File: src/rtl/legv8_pkg.sv
// Shared LEGv8 register-file constants and writeback requester identifiers.
package legv8_pkg;

    localparam int DATA_W = 64;
    localparam int ADDR_W = 5;

    // Index 31 is XZR: reads return zero and writes have no effect.
    localparam logic [ADDR_W-1:0] XZR_IDX = 5'd31;

    typedef enum logic {
        REQ_ALU = 1'b0,
        REQ_MEM = 1'b1
    } req_id_e;

    // True when a register index names the zero register.
    function automatic logic is_xzr(input logic [ADDR_W-1:0] addr);
        return (addr == XZR_IDX);
    endfunction

endpackage

File: src/rtl/wb_hold_slot.sv
// One-entry writeback holding slot with a valid/ready handshake.
// Ready depends only on slot occupancy and the arbiter grant, never on req_valid.
module wb_hold_slot #(
    parameter int DATA_W = legv8_pkg::DATA_W,
    parameter int ADDR_W = legv8_pkg::ADDR_W
) (
    input  logic              clock,
    input  logic              reset,
    input  logic              req_valid,
    input  logic [ADDR_W-1:0] req_addr,
    input  logic [DATA_W-1:0] req_data,
    input  logic              grant,
    output logic              req_ready,
    output logic              held_valid,
    output logic [ADDR_W-1:0] held_addr,
    output logic [DATA_W-1:0] held_data
);

    logic              ready_s;
    logic              valid_r;
    logic [ADDR_W-1:0] addr_r;
    logic [DATA_W-1:0] data_r;

    // The slot can take a new entry when empty or when its entry leaves this cycle.
    always_comb begin
        ready_s = (!valid_r) || grant;
    end

    // Load on handshake (a refill overrides a simultaneous drain), else clear on grant.
    always_ff @(posedge clock or negedge reset) begin
        if (!reset) begin
            valid_r <= 1'b0;
            addr_r  <= {ADDR_W{1'b0}};
            data_r  <= {DATA_W{1'b0}};
        end else if (req_valid && ready_s) begin
            valid_r <= 1'b1;
            addr_r  <= req_addr;
            data_r  <= req_data;
        end else if (grant) begin
            valid_r <= 1'b0;
        end
    end

    assign req_ready  = ready_s;
    assign held_valid = valid_r;
    assign held_addr  = addr_r;
    assign held_data  = data_r;

endmodule

File: src/rtl/regfile_wb_arbiter.sv
// Round-robin arbiter sharing the RegisterFile write port between ALU and
// memory-load writeback, with read-after-write hazard flags for SA/SB.
module regfile_wb_arbiter #(
    parameter int DATA_W     = legv8_pkg::DATA_W,
    parameter int ADDR_W     = legv8_pkg::ADDR_W,
    parameter bit ZR_DISCARD = 1'b1
) (
    input  logic              clock,
    input  logic              reset,
    input  logic              req0_valid,
    output logic              req0_ready,
    input  logic [ADDR_W-1:0] req0_addr,
    input  logic [DATA_W-1:0] req0_data,
    input  logic              req1_valid,
    output logic              req1_ready,
    input  logic [ADDR_W-1:0] req1_addr,
    input  logic [DATA_W-1:0] req1_data,
    input  logic [ADDR_W-1:0] rd_sa,
    input  logic [ADDR_W-1:0] rd_sb,
    output logic              sa_hazard,
    output logic              sb_hazard,
    output logic              rf_w,
    output logic [ADDR_W-1:0] rf_da,
    output logic [DATA_W-1:0] rf_d,
    output logic              last_grant
);

    import legv8_pkg::XZR_IDX;

    logic              held_valid0_s, held_valid1_s;
    logic [ADDR_W-1:0] held_addr0_s, held_addr1_s;
    logic [DATA_W-1:0] held_data0_s, held_data1_s;
    logic              grant0_s, grant1_s, any_grant_s, drop_s;
    logic [ADDR_W-1:0] sel_addr_s;
    logic [DATA_W-1:0] sel_data_s;
    logic              sa_hazard_s, sb_hazard_s;
    logic              ptr_r, last_grant_r, rf_w_r;
    logic [ADDR_W-1:0] rf_da_r;
    logic [DATA_W-1:0] rf_d_r;

    wb_hold_slot #(.DATA_W(DATA_W), .ADDR_W(ADDR_W)) u_slot0 (
        .clock(clock), .reset(reset),
        .req_valid(req0_valid), .req_addr(req0_addr), .req_data(req0_data),
        .grant(grant0_s), .req_ready(req0_ready),
        .held_valid(held_valid0_s), .held_addr(held_addr0_s), .held_data(held_data0_s)
    );

    wb_hold_slot #(.DATA_W(DATA_W), .ADDR_W(ADDR_W)) u_slot1 (
        .clock(clock), .reset(reset),
        .req_valid(req1_valid), .req_addr(req1_addr), .req_data(req1_data),
        .grant(grant1_s), .req_ready(req1_ready),
        .held_valid(held_valid1_s), .held_addr(held_addr1_s), .held_data(held_data1_s)
    );

    // Grant the only occupied slot, or the pointer's side when both are occupied.
    always_comb begin
        grant0_s = 1'b0;
        grant1_s = 1'b0;
        case ({held_valid1_s, held_valid0_s})
            2'b01: grant0_s = 1'b1;
            2'b10: grant1_s = 1'b1;
            2'b11: begin
                if (ptr_r == 1'b0) begin
                    grant0_s = 1'b1;
                end else begin
                    grant1_s = 1'b1;
                end
            end
            default: begin
                grant0_s = 1'b0;
                grant1_s = 1'b0;
            end
        endcase
    end

    // Mux the winning entry; an XZR entry is still granted but produces no write.
    always_comb begin
        any_grant_s = grant0_s || grant1_s;
        if (grant1_s) begin
            sel_addr_s = held_addr1_s;
            sel_data_s = held_data1_s;
        end else begin
            sel_addr_s = held_addr0_s;
            sel_data_s = held_data0_s;
        end
        drop_s = ZR_DISCARD && (sel_addr_s == XZR_IDX);
    end

    // Write strobe register and round-robin bookkeeping; address/data hold when idle.
    always_ff @(posedge clock or negedge reset) begin
        if (!reset) begin
            rf_w_r       <= 1'b0;
            rf_da_r      <= {ADDR_W{1'b0}};
            rf_d_r       <= {DATA_W{1'b0}};
            ptr_r        <= 1'b0;
            last_grant_r <= 1'b1;
        end else if (any_grant_s) begin
            rf_w_r       <= !drop_s;
            ptr_r        <= grant0_s;
            last_grant_r <= grant1_s;
            if (!drop_s) begin
                rf_da_r <= sel_addr_s;
                rf_d_r  <= sel_data_s;
            end
        end else begin
            rf_w_r <= 1'b0;
        end
    end

    // A read select is hazardous while any held or issuing write targets it (never XZR).
    always_comb begin
        sa_hazard_s = (held_valid0_s && (held_addr0_s == rd_sa)) ||
                      (held_valid1_s && (held_addr1_s == rd_sa)) ||
                      (rf_w_r && (rf_da_r == rd_sa));
        sb_hazard_s = (held_valid0_s && (held_addr0_s == rd_sb)) ||
                      (held_valid1_s && (held_addr1_s == rd_sb)) ||
                      (rf_w_r && (rf_da_r == rd_sb));
        if (ZR_DISCARD && (rd_sa == XZR_IDX)) begin
            sa_hazard_s = 1'b0;
        end else begin
            sa_hazard_s = sa_hazard_s;
        end
        if (ZR_DISCARD && (rd_sb == XZR_IDX)) begin
            sb_hazard_s = 1'b0;
        end else begin
            sb_hazard_s = sb_hazard_s;
        end
    end

    assign sa_hazard  = sa_hazard_s;
    assign sb_hazard  = sb_hazard_s;
    assign rf_w       = rf_w_r;
    assign rf_da      = rf_da_r;
    assign rf_d       = rf_d_r;
    assign last_grant = last_grant_r;

endmodule
File: config.mk
export PLATFORM = sky130hd
export DESIGN_NAME = regfile_wb_arbiter
export DESIGN_NICKNAME = d
export VERILOG_FILES = /design/src/rtl/legv8_pkg.sv /design/src/rtl/wb_hold_slot.sv /design/src/rtl/regfile_wb_arbiter.sv
export SDC_FILE = /design/constraint.sdc
export NUM_CORES = 1
export LEC_CHECK = 0
export ABC_CLOCK_PERIOD_IN_PS = 1900
export CAP_MARGIN = 15
export CORE_MARGIN = 8
export CORE_UTILIZATION = 40
export DETAILED_ROUTE_END_ITERATION = 16
export GPL_TIMING_DRIVEN = 0
export PLACE_DENSITY_LB_ADDON = 0.08
export SLEW_MARGIN = 20
export SYNTH_ARGS = -nofsm -noshare
export SYNTH_HDL_FRONTEND = slang
export SYNTH_SLANG_ARGS = --single-unit
File: constraint.sdc
create_clock -name clock -period 1.9 [get_ports clock]
set_input_delay 0.19 -clock clock [delete_from_list [all_inputs] [get_ports clock]]
set_output_delay 0.19 -clock clock [all_outputs]
set_load 0.05 [all_outputs]
* Word level (Yosys, flattened, before mapping)
Index checks and enable logic that the tools add are counted.
** Storage, ports and cells
- Word-level logic and storage cells :: 58
- Flip-flop bits (word level) :: 212
- Input bits :: 152
** Cells by class
- Multiplexer cells :: 13
- Reductions and logical operators :: 21
- Equal/unequal tests :: 12
- Bitwise logic cells :: 1
** Operators with widths (count)
- 64-bit two-way mux :: 1
- 5-bit equality test :: 6
- 5-bit equality test (second input constant) :: 3
- 1-bit two-way mux :: 9
- 1-bit logical AND :: 8
- 1-bit logical OR :: 7
- 5-bit two-way mux :: 1
- 2-bit equality test (second input constant) :: 2
- 1-bit case mux with 2 select lines :: 2
- 2-bit nonzero test :: 2
- 1-bit zero test :: 3
- 2-bit by 1-bit equality test with 1-bit output (second input constant) :: 1
- 2-bit AND reduction :: 1
- 1-bit NOT :: 1

* Depth between registers and ports, before layout
- Word-level depth :: 6
- Mapped depth :: 6
- Gate-level depth less buffers :: 4

* By module
A second synthesis with hierarchy kept.
** Second synthesis, totals
- Cell total of the unflattened synthesis :: 586
- Area total of the unflattened synthesis :: 9310.2 um2
** Modules (own cells, without submodules)
- wb_hold_slot :: seq. area each 1751.7 um2, instances 2, area each 2645.0 um2, cells each 149
- regfile_wb_arbiter :: seq. area each 1803.0 um2, instances 1, area each 4020.1 um2, cells each 288

* Worst setup path after synthesis
Ideal clock, no wire load.
- Kind :: register to register
- Start :: register u_slot1.valid_r (netlist: u_slot1.held_valid)
- End :: register u_slot1.data_r[53] (netlist: u_slot1.held_data[53])
- Arrival :: 1.871 ns
- Clock period less this slack :: 1.996 ns
- Slack :: -0.096 ns
- Stages on the path, launching flop included :: 7
- Data required time :: 1.775 ns
- Cells stage by stage :: dfrtp_1 -> buf_2 -> nand3_1 -> nand2_1 -> buf_6 -> buf_6 -> mux2_2
** Between the ends
- Cells in the longest elaborated chain, start to end :: 4
- Elaborated cells on any way between the ends :: 6
- Classes of those cells :: eq/ne (2); mux (1); reduce/logical (3)
** RTL lines
- start, declared :: line wb_hold_slot.sv:20 : logic valid_r;
- start signal, assigned :: line wb_hold_slot.sv:32 : valid_r <= 1'b0;
- start signal, assigned :: line wb_hold_slot.sv:36 : valid_r <= 1'b1;
- start signal, assigned :: line wb_hold_slot.sv:40 : valid_r <= 1'b0;
- 2-bit equality test :: line regfile_wb_arbiter.sv:59 : case ({held_valid1_s, held_valid0_s})
- 1-bit case mux with 2 select lines :: line regfile_wb_arbiter.sv:59
- 1-bit logical OR * :: line wb_hold_slot.sv:26 : ready_s = (!valid_r) || grant;
- via req1_ready :: line regfile_wb_arbiter.sv:15 : output logic req1_ready,
- 1-bit logical AND * :: line wb_hold_slot.sv:35 : end else if (req_valid && ready_s) begin
- end signal, assigned :: line wb_hold_slot.sv:34 : data_r <= {DATA_W{1'b0}};
- end signal, assigned :: line wb_hold_slot.sv:38 : data_r <= req_data;
- end, declared :: line wb_hold_slot.sv:22 : logic [DATA_W-1:0] data_r;
The timed path passes the listed nets; every way through them passes the cells marked *.
A chain may end at the register's enable or synchronous reset.

* Final worst setup path
- Start :: register rf_da_r[1] (netlist: rf_da[1])
- End :: output sa_hazard
** Between the ends
- Cells in the longest elaborated chain, start to end :: 4
** RTL lines
- start, declared :: line regfile_wb_arbiter.sv:38 : logic [ADDR_W-1:0] rf_da_r;
- start signal, assigned :: line regfile_wb_arbiter.sv:93 : rf_da_r <= {ADDR_W{1'b0}};
- start signal, assigned :: line regfile_wb_arbiter.sv:102 : rf_da_r <= sel_addr_s;
- 5-bit equality test :: line regfile_wb_arbiter.sv:114 : (rf_w_r && (rf_da_r == rd_sa));
- 1-bit logical AND :: line regfile_wb_arbiter.sv:114
- 1-bit logical OR :: line regfile_wb_arbiter.sv:113 : (held_valid1_s && (held_addr1_s == rd_sa)) ||
- 1-bit two-way mux :: line regfile_wb_arbiter.sv:118 : if (ZR_DISCARD && (rd_sa == XZR_IDX)) begin
- end, declared :: line regfile_wb_arbiter.sv:20 : output logic sa_hazard,
Every way passes these cells.

==> impl_metrics.env <==
export IMPL_wirelength_um=23750
export IMPL_grt_max_degree=103
export IMPL_comb_power_share_pct=44.8
export IMPL_syn_area_mm2=0.009200
export IMPL_hold_viol=0
export IMPL_min_path_type="input pin to async pin"
export IMPL_n_fill_cell=1753
export IMPL_ir_drop_mv=0.9307
export IMPL_total_leakage_power_nw=5.590
export IMPL_num_vias=5720
export IMPL_num_antenna_cells=0
export IMPL_avgSynthCellArea_um2=15.70
export IMPL_fin_crit_ns=2.020
export IMPL_ys_seq_area_share_pct=57.68
export IMPL_power_density_mw_per_mm2=1640
export IMPL_start_util_pct=40.64
export IMPL_routabilityCongestion=0.8334
export IMPL_drv_cap=0
export IMPL_die_width_um=167.7
export IMPL_grt_pass1_wl_um=37960
export IMPL_ys_warn_count=0
export IMPL_track_usage_pct=16.88
export IMPL_clk_pin_slew_worst_paths_ns=0.06
export IMPL_critPathBufInv=1
export IMPL_clock_sinks=212
export IMPL_pin_count=227
export IMPL_p_sw_share_pct=37.41
export IMPL_drive_above_1_share_pct=42.51
export IMPL_endpoint_kind="output port"
export IMPL_cts_max_level=1
export IMPL_ys_ff_latch=212
export IMPL_fp_dieArea_mm2=0.02811
export IMPL_port_buffers=226
export IMPL_switching_power_w=0.007880
export IMPL_cts_tree="yes"
export IMPL_dr_pass1_iters=4
export IMPL_drt_iter0_drc=236
export IMPL_fmax_mhz=495.0
export IMPL_tightest_slew_ns=0.5975
export IMPL_clk_latency_ns=0.50
export IMPL_violations="negative setup slack"
export IMPL_dieHeight_um=167.7
export IMPL_fin_nets=1002
export IMPL_clockBufferDepth=3
export IMPL_clkPwrFrac_pct=21.5
export IMPL_critPathSlowestCell="dfrtp_1"
export IMPL_syn2layout_area_growth_pct=39.63
export IMPL_max_slew_margin_pct=60.33
export IMPL_setup_tns_ns=-0.2323
export IMPL_dp_cells=1099
export IMPL_core_area_mm2=0.02264
export IMPL_dp_hpwl_um=17320
export IMPL_syn_num_nets=738
export IMPL_cts_buffers_inserted=24
export IMPL_grt_pass1_vias=6650
export IMPL_num_rows=55
export IMPL_criticalPathCategory="flop to output port"
export IMPL_ant_nets=0
export IMPL_cp_data_arrival_time_ns=1.83
export IMPL_cts_root_buffer="clkbuf_16"
export IMPL_worst_slack_ns=-0.1204
export IMPL_fin_skew_ns=0.01206
export IMPL_pre_cts_ws_ns=-0.5973
export IMPL_power_internal_w=0.01318
export IMPL_path_cells="xor2_1 > nor4_1 > nand4_1 > nand3_2 > buf_8"
export IMPL_synth_cells=586
export IMPL_antenna_found_initial=2
export IMPL_vias_per_cell=4.961
export IMPL_finalNonFillerCells=1153
export IMPL_worstSetupStartpointType="flop"
export IMPL_setup_viol=2
export IMPL_rsz0062_at_grt="yes"
export IMPL_critPathMaxStageDelay_ns=0.44
export IMPL_path_max_fanout=4
export IMPL_status="finished with violations"
export IMPL_grt_overflow_total=0
export IMPL_critical_path_top_delay_family="simple AND/OR/NAND/NOR gates"
export IMPL_drcViolationCount=0
export IMPL_seqPwrFrac_pct=33.7
export IMPL_fin_hold_ws_ns=0.1065
export IMPL_finalMaxSlewViolations=0
export IMPL_fin_util_pct=56.74
export IMPL_finalCritPeriodShare_pct=106.3
export IMPL_multiInputGateArea_mm2=0.003655
export IMPL_synthDistinctLibCells=26
export IMPL_cp_required_ns=1.71
export IMPL_wl_per_cell_um=20.60
export IMPL_seq_area_mm2=0.005318
## final timing paths
kind | end | slack, ns | startpoint | cells after the start
setup reg to reg | u_slot1.held_data[61]$_DFFE_PN0P_ | 0.14 | u_slot1.held_valid$_DFFE_PN0P_ | 6
max in group asynchronous | u_slot1.held_data[52]$_DFFE_PN0P_ | 1.02 | reset | 3
min in group clock | u_slot1.held_data[4]$_DFFE_PN0P_ | 0.30 | req1_data[4] | 2
setup / recovery | sa_hazard | -0.12 | rf_da[1]$_DFFE_PN0P_ | 5
hold reg to reg | last_grant$_DFFE_PN1P_ | 0.47 | last_grant$_DFFE_PN1P_ | 2
hold / removal | rf_d[30]$_DFFE_PN0P_ | 0.11 | reset | 2
## repair_timing
| action | in CTS | in global routing |
|---|---|---|
| hold endpoints to repair | 212 | 0 |
| endpoints found under the setup margin | 153 | 88 |
| hold buffers | 1 | 0 |
| setup buffers | 6 | 3 |
| pin swaps | 7 | 9 |
| gates resized for setup | 56 | 29 |
## cell usage after synthesis
library cell	instances	share of area, %
a21boi_0	1	0.082
a2bb2oi_1	5	0.48
and3_1	2	0.14
buf_2	5	0.27
buf_4	6	0.49
buf_6	18	2.2
dfrtp_1	211	57
dfstp_2	1	0.29
inv_1	2	0.082
mux2_2	256	31
mux2_4	10	1.6
mux2i_1	5	0.54
nand2_1	4	0.16
nand2_4	1	0.12
nand2b_1	2	0.14
nand2b_2	1	0.095
nand3_1	8	0.44
nand4_1	6	0.41
nor2_1	1	0.041
nor4_1	6	0.41
o21ai_0	2	0.11
o21ai_1	1	0.054
o21ai_4	1	0.18
or2_0	1	0.068
xnor2_1	6	0.57
xor2_1	24	2.3
## through the flow
step                instance area (um2)  power [W]
finish                            12850    0.02106
CTS                               12730    0.02135
global route                      12850    0.02214
global placement                  11820    0.01652
floorplan                          9200    0.01354
detailed placement                11880    0.01677
## kinds of logic after synthesis
group | count (synthesis) | share of synthesized area, %
and+or+nand+nor | 32 | 2.013
muxes | 271 | 33.51
AOI/OAI and AO/OA | 10 | 0.8976
xor gates and xnor gates | 30 | 2.856
buffers and inverters | 31 | 3.046
DFF | 212 | 57.68
## registers in the layout, indices dropped and copies added (netlist names)
| register | count |
|---|---|
| ptr_r | 1 |
| u_slot0.held_valid | 1 |
| u_slot1.held_data | 64 |
| u_slot0.held_addr | 5 |
| u_slot1.held_valid | 1 |
| u_slot0.held_data | 64 |
| rf_d | 64 |
| u_slot1.held_addr | 5 |
| rf_w | 1 |
| rf_da | 5 |
| last_grant | 1 |
## power groups by stage
stage / clock network (W) / registers, W / logic (W)
2_1_floorplan: 0 / 0.00964 / 0.00390
3_3_place_gp: 0 / 0.00713 / 0.00939
3_5_place_dp: 0 / 0.00720 / 0.00958
4_1_cts: 0.00468 / 0.00712 / 0.00954
5_1_grt: 0.00488 / 0.00730 / 0.00995
6_report: 0.00453 / 0.00710 / 0.00943
## layout make-up
class | count | area share, %
sequential | 212 | 41.39
multi-input combinational | 343 | 28.45
timing repair buffer | 238 | 19.03
clock buffer | 38 | 5.717
tap | 285 | 2.776
buffer | 29 | 2.123
clock inverter | 6 | 0.4480
inverter | 2 | 0.05844
## metal layers
metal	up-vias	track usage, %	part of all wire [%]
li1	2629	-	-
met1	2888	20.66	42
met2	164	28.74	49
met3	35	5.478	7.4
met4	4	3.494	1.4
met5	-	0	0.076
## cells in the final DEF (no fill, tap or decap), types with 3 or more instances in the layout
master	netlist	routed
clkbuf_1	0	7
buf_2	5	5
nor4_1	6	3
xor2_1	24	23
buf_4	6	14
clkbuf_16	0	25
dlymetal6s2s_1	0	22
clkbuf_8	0	6
buf_6	18	19
nand4_1	6	6
nor4_2	0	3
a2bb2oi_1	5	5
mux2_2	256	256
clkdlybuf4s50_1	0	174
mux2i_1	5	5
nand3_1	8	6
dlygate4sd2_1	0	25
mux2_4	10	10
dfrtp_1	211	202
clkinv_2	0	4
xnor2_1	6	6
dfrtp_2	0	9
Power figures use the tool's default switching activity.
==> variant, RTL diff (same settings) <==
The parameter `ZR_DISCARD` goes from 1'b1 to 1'b0.
--- a/src/rtl/regfile_wb_arbiter.sv
+++ b/src/rtl/regfile_wb_arbiter.sv
@@ -3,7 +3,7 @@
 module regfile_wb_arbiter #(
     parameter int DATA_W     = legv8_pkg::DATA_W,
     parameter int ADDR_W     = legv8_pkg::ADDR_W,
-    parameter bit ZR_DISCARD = 1'b1
+    parameter bit ZR_DISCARD = 1'b0
 ) (
     input  logic              clock,
     input  logic              reset,
Check against the original RTL: not equivalent (Yosys sat finds a counterexample within 4 cycles, from zero or initial values and one cycle with reset low).
==> variant against the original RTL <==
- the run still ends with setup timing left
- sequential cell count is the same
- count of clock-buffer cells in the layout rose by 2
- sequential power down 0.7%
- critical endpoint unchanged
- total power decreased by 3.9%
- global-route usage up 0.92 points
- routed wire length up 7.1%
- clock skew down 0.0019 ns
- highest routed layer is now met4
- worst setup slack better by 0.034 ns
- via count up 14%
- final area is essentially flat
- area after synthesis up 0.24%
==> variant: results (changes against the original RTL) <==
outcome:
  status: "finished with violations"
  violations: "setup timing"
placed_design:
  place_area_um2: 11900  # +0.23%
  post-place-cells: 1241  # +13%
  place.gp.congestion: 0.775  # -7.0%
  dp_hpwl_um: 17900  # +3.3%
detailed_routing:
  dr.pass1.iters: 4  # unchanged
  route.met2.wl_um: 11800  # +2.1%
  route.met3.wl_um: 1790  # +2.4%
  routedWlPerCell_um: 19.7  # -4.3%
  drt_wl_total_um: 25400  # +7.1%
  first_iter_violations: 272  # +15%
  highest_layer: "met4"
  met1_length_um: 11400  # +14%
  vias: 6493  # +14%
timing:
  setup_slack_ns: -0.0862  # +0.0342 ns
  finClkSkew_ns: 0.0101  # -0.00193 ns
  slew_headroom_pct: 59.0  # -1.4 points
  setup_viol: 2  # unchanged
  hold_viol: 0  # unchanged
global_routing:
  grt_first_pass_wirelength_um: 40000  # +5.5%
  grt_overflow: 0  # unchanged
  use_met1_pct: 23.4  # +2.7 points
  grt_use_met2_pct: 28.8  # +0.060 points
  grt_pass1_vias: 6973  # +4.9%
  met3_usage_pct: 5.43  # -0.053 points
  grt_max_degree: 90  # -13%
  antenna_found_initial: 0  # -2
  grtUsageTotal_pct: 17.8  # +0.92 points
synthesis:
  ys_seq_area_share_pct: 57.5  # -0.14 points
  synthCells: 728  # +24%
  yosys_warnings: 0  # unchanged
  synthDistinctLibCells: 20  # -23%
  synth_area_leaders: "dfrtp_1 57%, mux2_1 25%, nor2_1 5.6%, o22ai_1 4.7%, xor2_1 2.3%"
  synth_async_sr_flop_share_pct: 100  # unchanged
  syn-num-nets: 880  # +19%
  synthTopCellsByCount: "211 x dfrtp_1, 207 x mux2_1, 138 x nor2_1"
worst_setup_path:
  slowest_stage: "dfrtp_2"
  cp_slowest_stage_delay_ns: 0.44  # about the same
  cp.arrival_ns: 1.80  # -0.03 ns
  path_max_fanout: 4  # unchanged
clock_network:
  cts_max_level: 1  # unchanged
  root_buffer: "clkbuf_16"
  cts.clk_slew.worst_paths_ns: 0.06  # about the same
  clock_path_buffers: 3  # unchanged
  insertion_delay_ns: 0.51
  cts_made_buffers: 24  # unchanged
finish:
  drive_above_1_share_pct: 9.05  # -33 points
  diodes: 0  # unchanged
  fillers: 1948  # +11%
  num-nets-final: 1140  # +14%
power_and_ir_drop:
  p_leak_uw: 0.00553  # -1.1%
  ir_worst_vdd_mv: 0.874  # -6.1%
hold_path:
  hp-class: "in -> async"
[variant: cell count changes after synthesis, sizes merged]
cell     before  now
a21boi        1    0
clkbuf        0   19
o21ai         4    2
and3          2    0
mux2i         5    0
mux2        266  207
a2bb2oi       5    0
o22ai         0   69
nand2         5    3
buf          29   26
nand4         6    0
nor2          1  138
nand3         8   10
[variant: final timing paths]
path / to / slack (ns) / from / depth (start not counted)
setup / recovery: sa_hazard / -0.09 / u_slot0.held_addr[2]$_DFFE_PN0P_ / 5
hold / removal: u_slot1.held_data[23]$_DFFE_PN0P_ / 0.18 / reset / 2
setup reg to reg: u_slot1.held_data[53]$_DFFE_PN0P_ / 0.16 / ptr_r$_DFFE_PN0P_ / 6
hold reg to reg: last_grant$_DFFE_PN1P_ / 0.47 / last_grant$_DFFE_PN1P_ / 2
max in group asynchronous: u_slot0.held_data[0]$_DFFE_PN0P_ / 0.93 / reset / 3
min in group clock: u_slot0.held_data[50]$_DFFE_PN0P_ / 0.27 / req0_data[50] / 2
[variant: cells by family (layout without fill, tap and decap cells)]
family	count (synthesis)	in the layout	share of synthesized area (%)
xor+xnor	30	30	2.85
flops	212	212	57.5
mux	207	207	25.3
compound gates	71	71	4.79
buf+inv	47	325	2.54
simple gates	161	161	7.01
[variant: critical path: cells and delay by family (launching register included)]
kind / cells / cell delay, ns
DFF: 1 / 0.44
xor gates and xnor gates: 1 / 0.17
buffers and inverters: 1 / 0.15
and+or+nand+nor: 3 / 0.52
[variant: repair_timing]
action	CTS	global route
setup endpoints to repair	113	42
pin swaps	6	5
buffers inserted	2	4
hold endpoints to repair	83	0
cloned	0	0
hold buffers	1	0
gates resized for setup	63	30
[variant: report_power, final]
| group | total (uW) | internal, uW | switching, uW | leakage, uW |
|---|---|---|---|---|
| clock network | 4690 | 2860 | 1830 | 0.000400 |
| logic | 8490 | 3140 | 5360 | 0.00268 |
| registers | 7050 | 6090 | 959 | 0.00245 |
| total | 20200 | 12100 | 8150 | 0.00553 |
[variant: area by class of cell]
class | instances | area, um^2 | area share, %
flip-flops and latches | 212 | 5310 | 41.3
multi-input cells | 469 | 3700 | 28.8
repair buffers | 235 | 2390 | 18.6
clock buffers | 40 | 762 | 5.93
well taps | 285 | 357 | 2.78
plain buffers | 44 | 259 | 2.02
clock inverters | 4 | 48.8 | 0.380
inverters | 2 | 7.51 | 0.0585
[variant: per-stage QoR]
stage                     setup slack [ns]  TNS (ns)  util (%)  total power, uW
after floorplan                      0.105         0         -            12600
after global placement               -8.77  -1865.05      52.3            15700
after detailed placement            -0.887    -11.91      52.6            15800
after CTS                           -0.133    -0.231      56.3            20500
after global routing                -0.176    -0.329      56.7            21300
final                              -0.0862    -0.156      56.7            20200
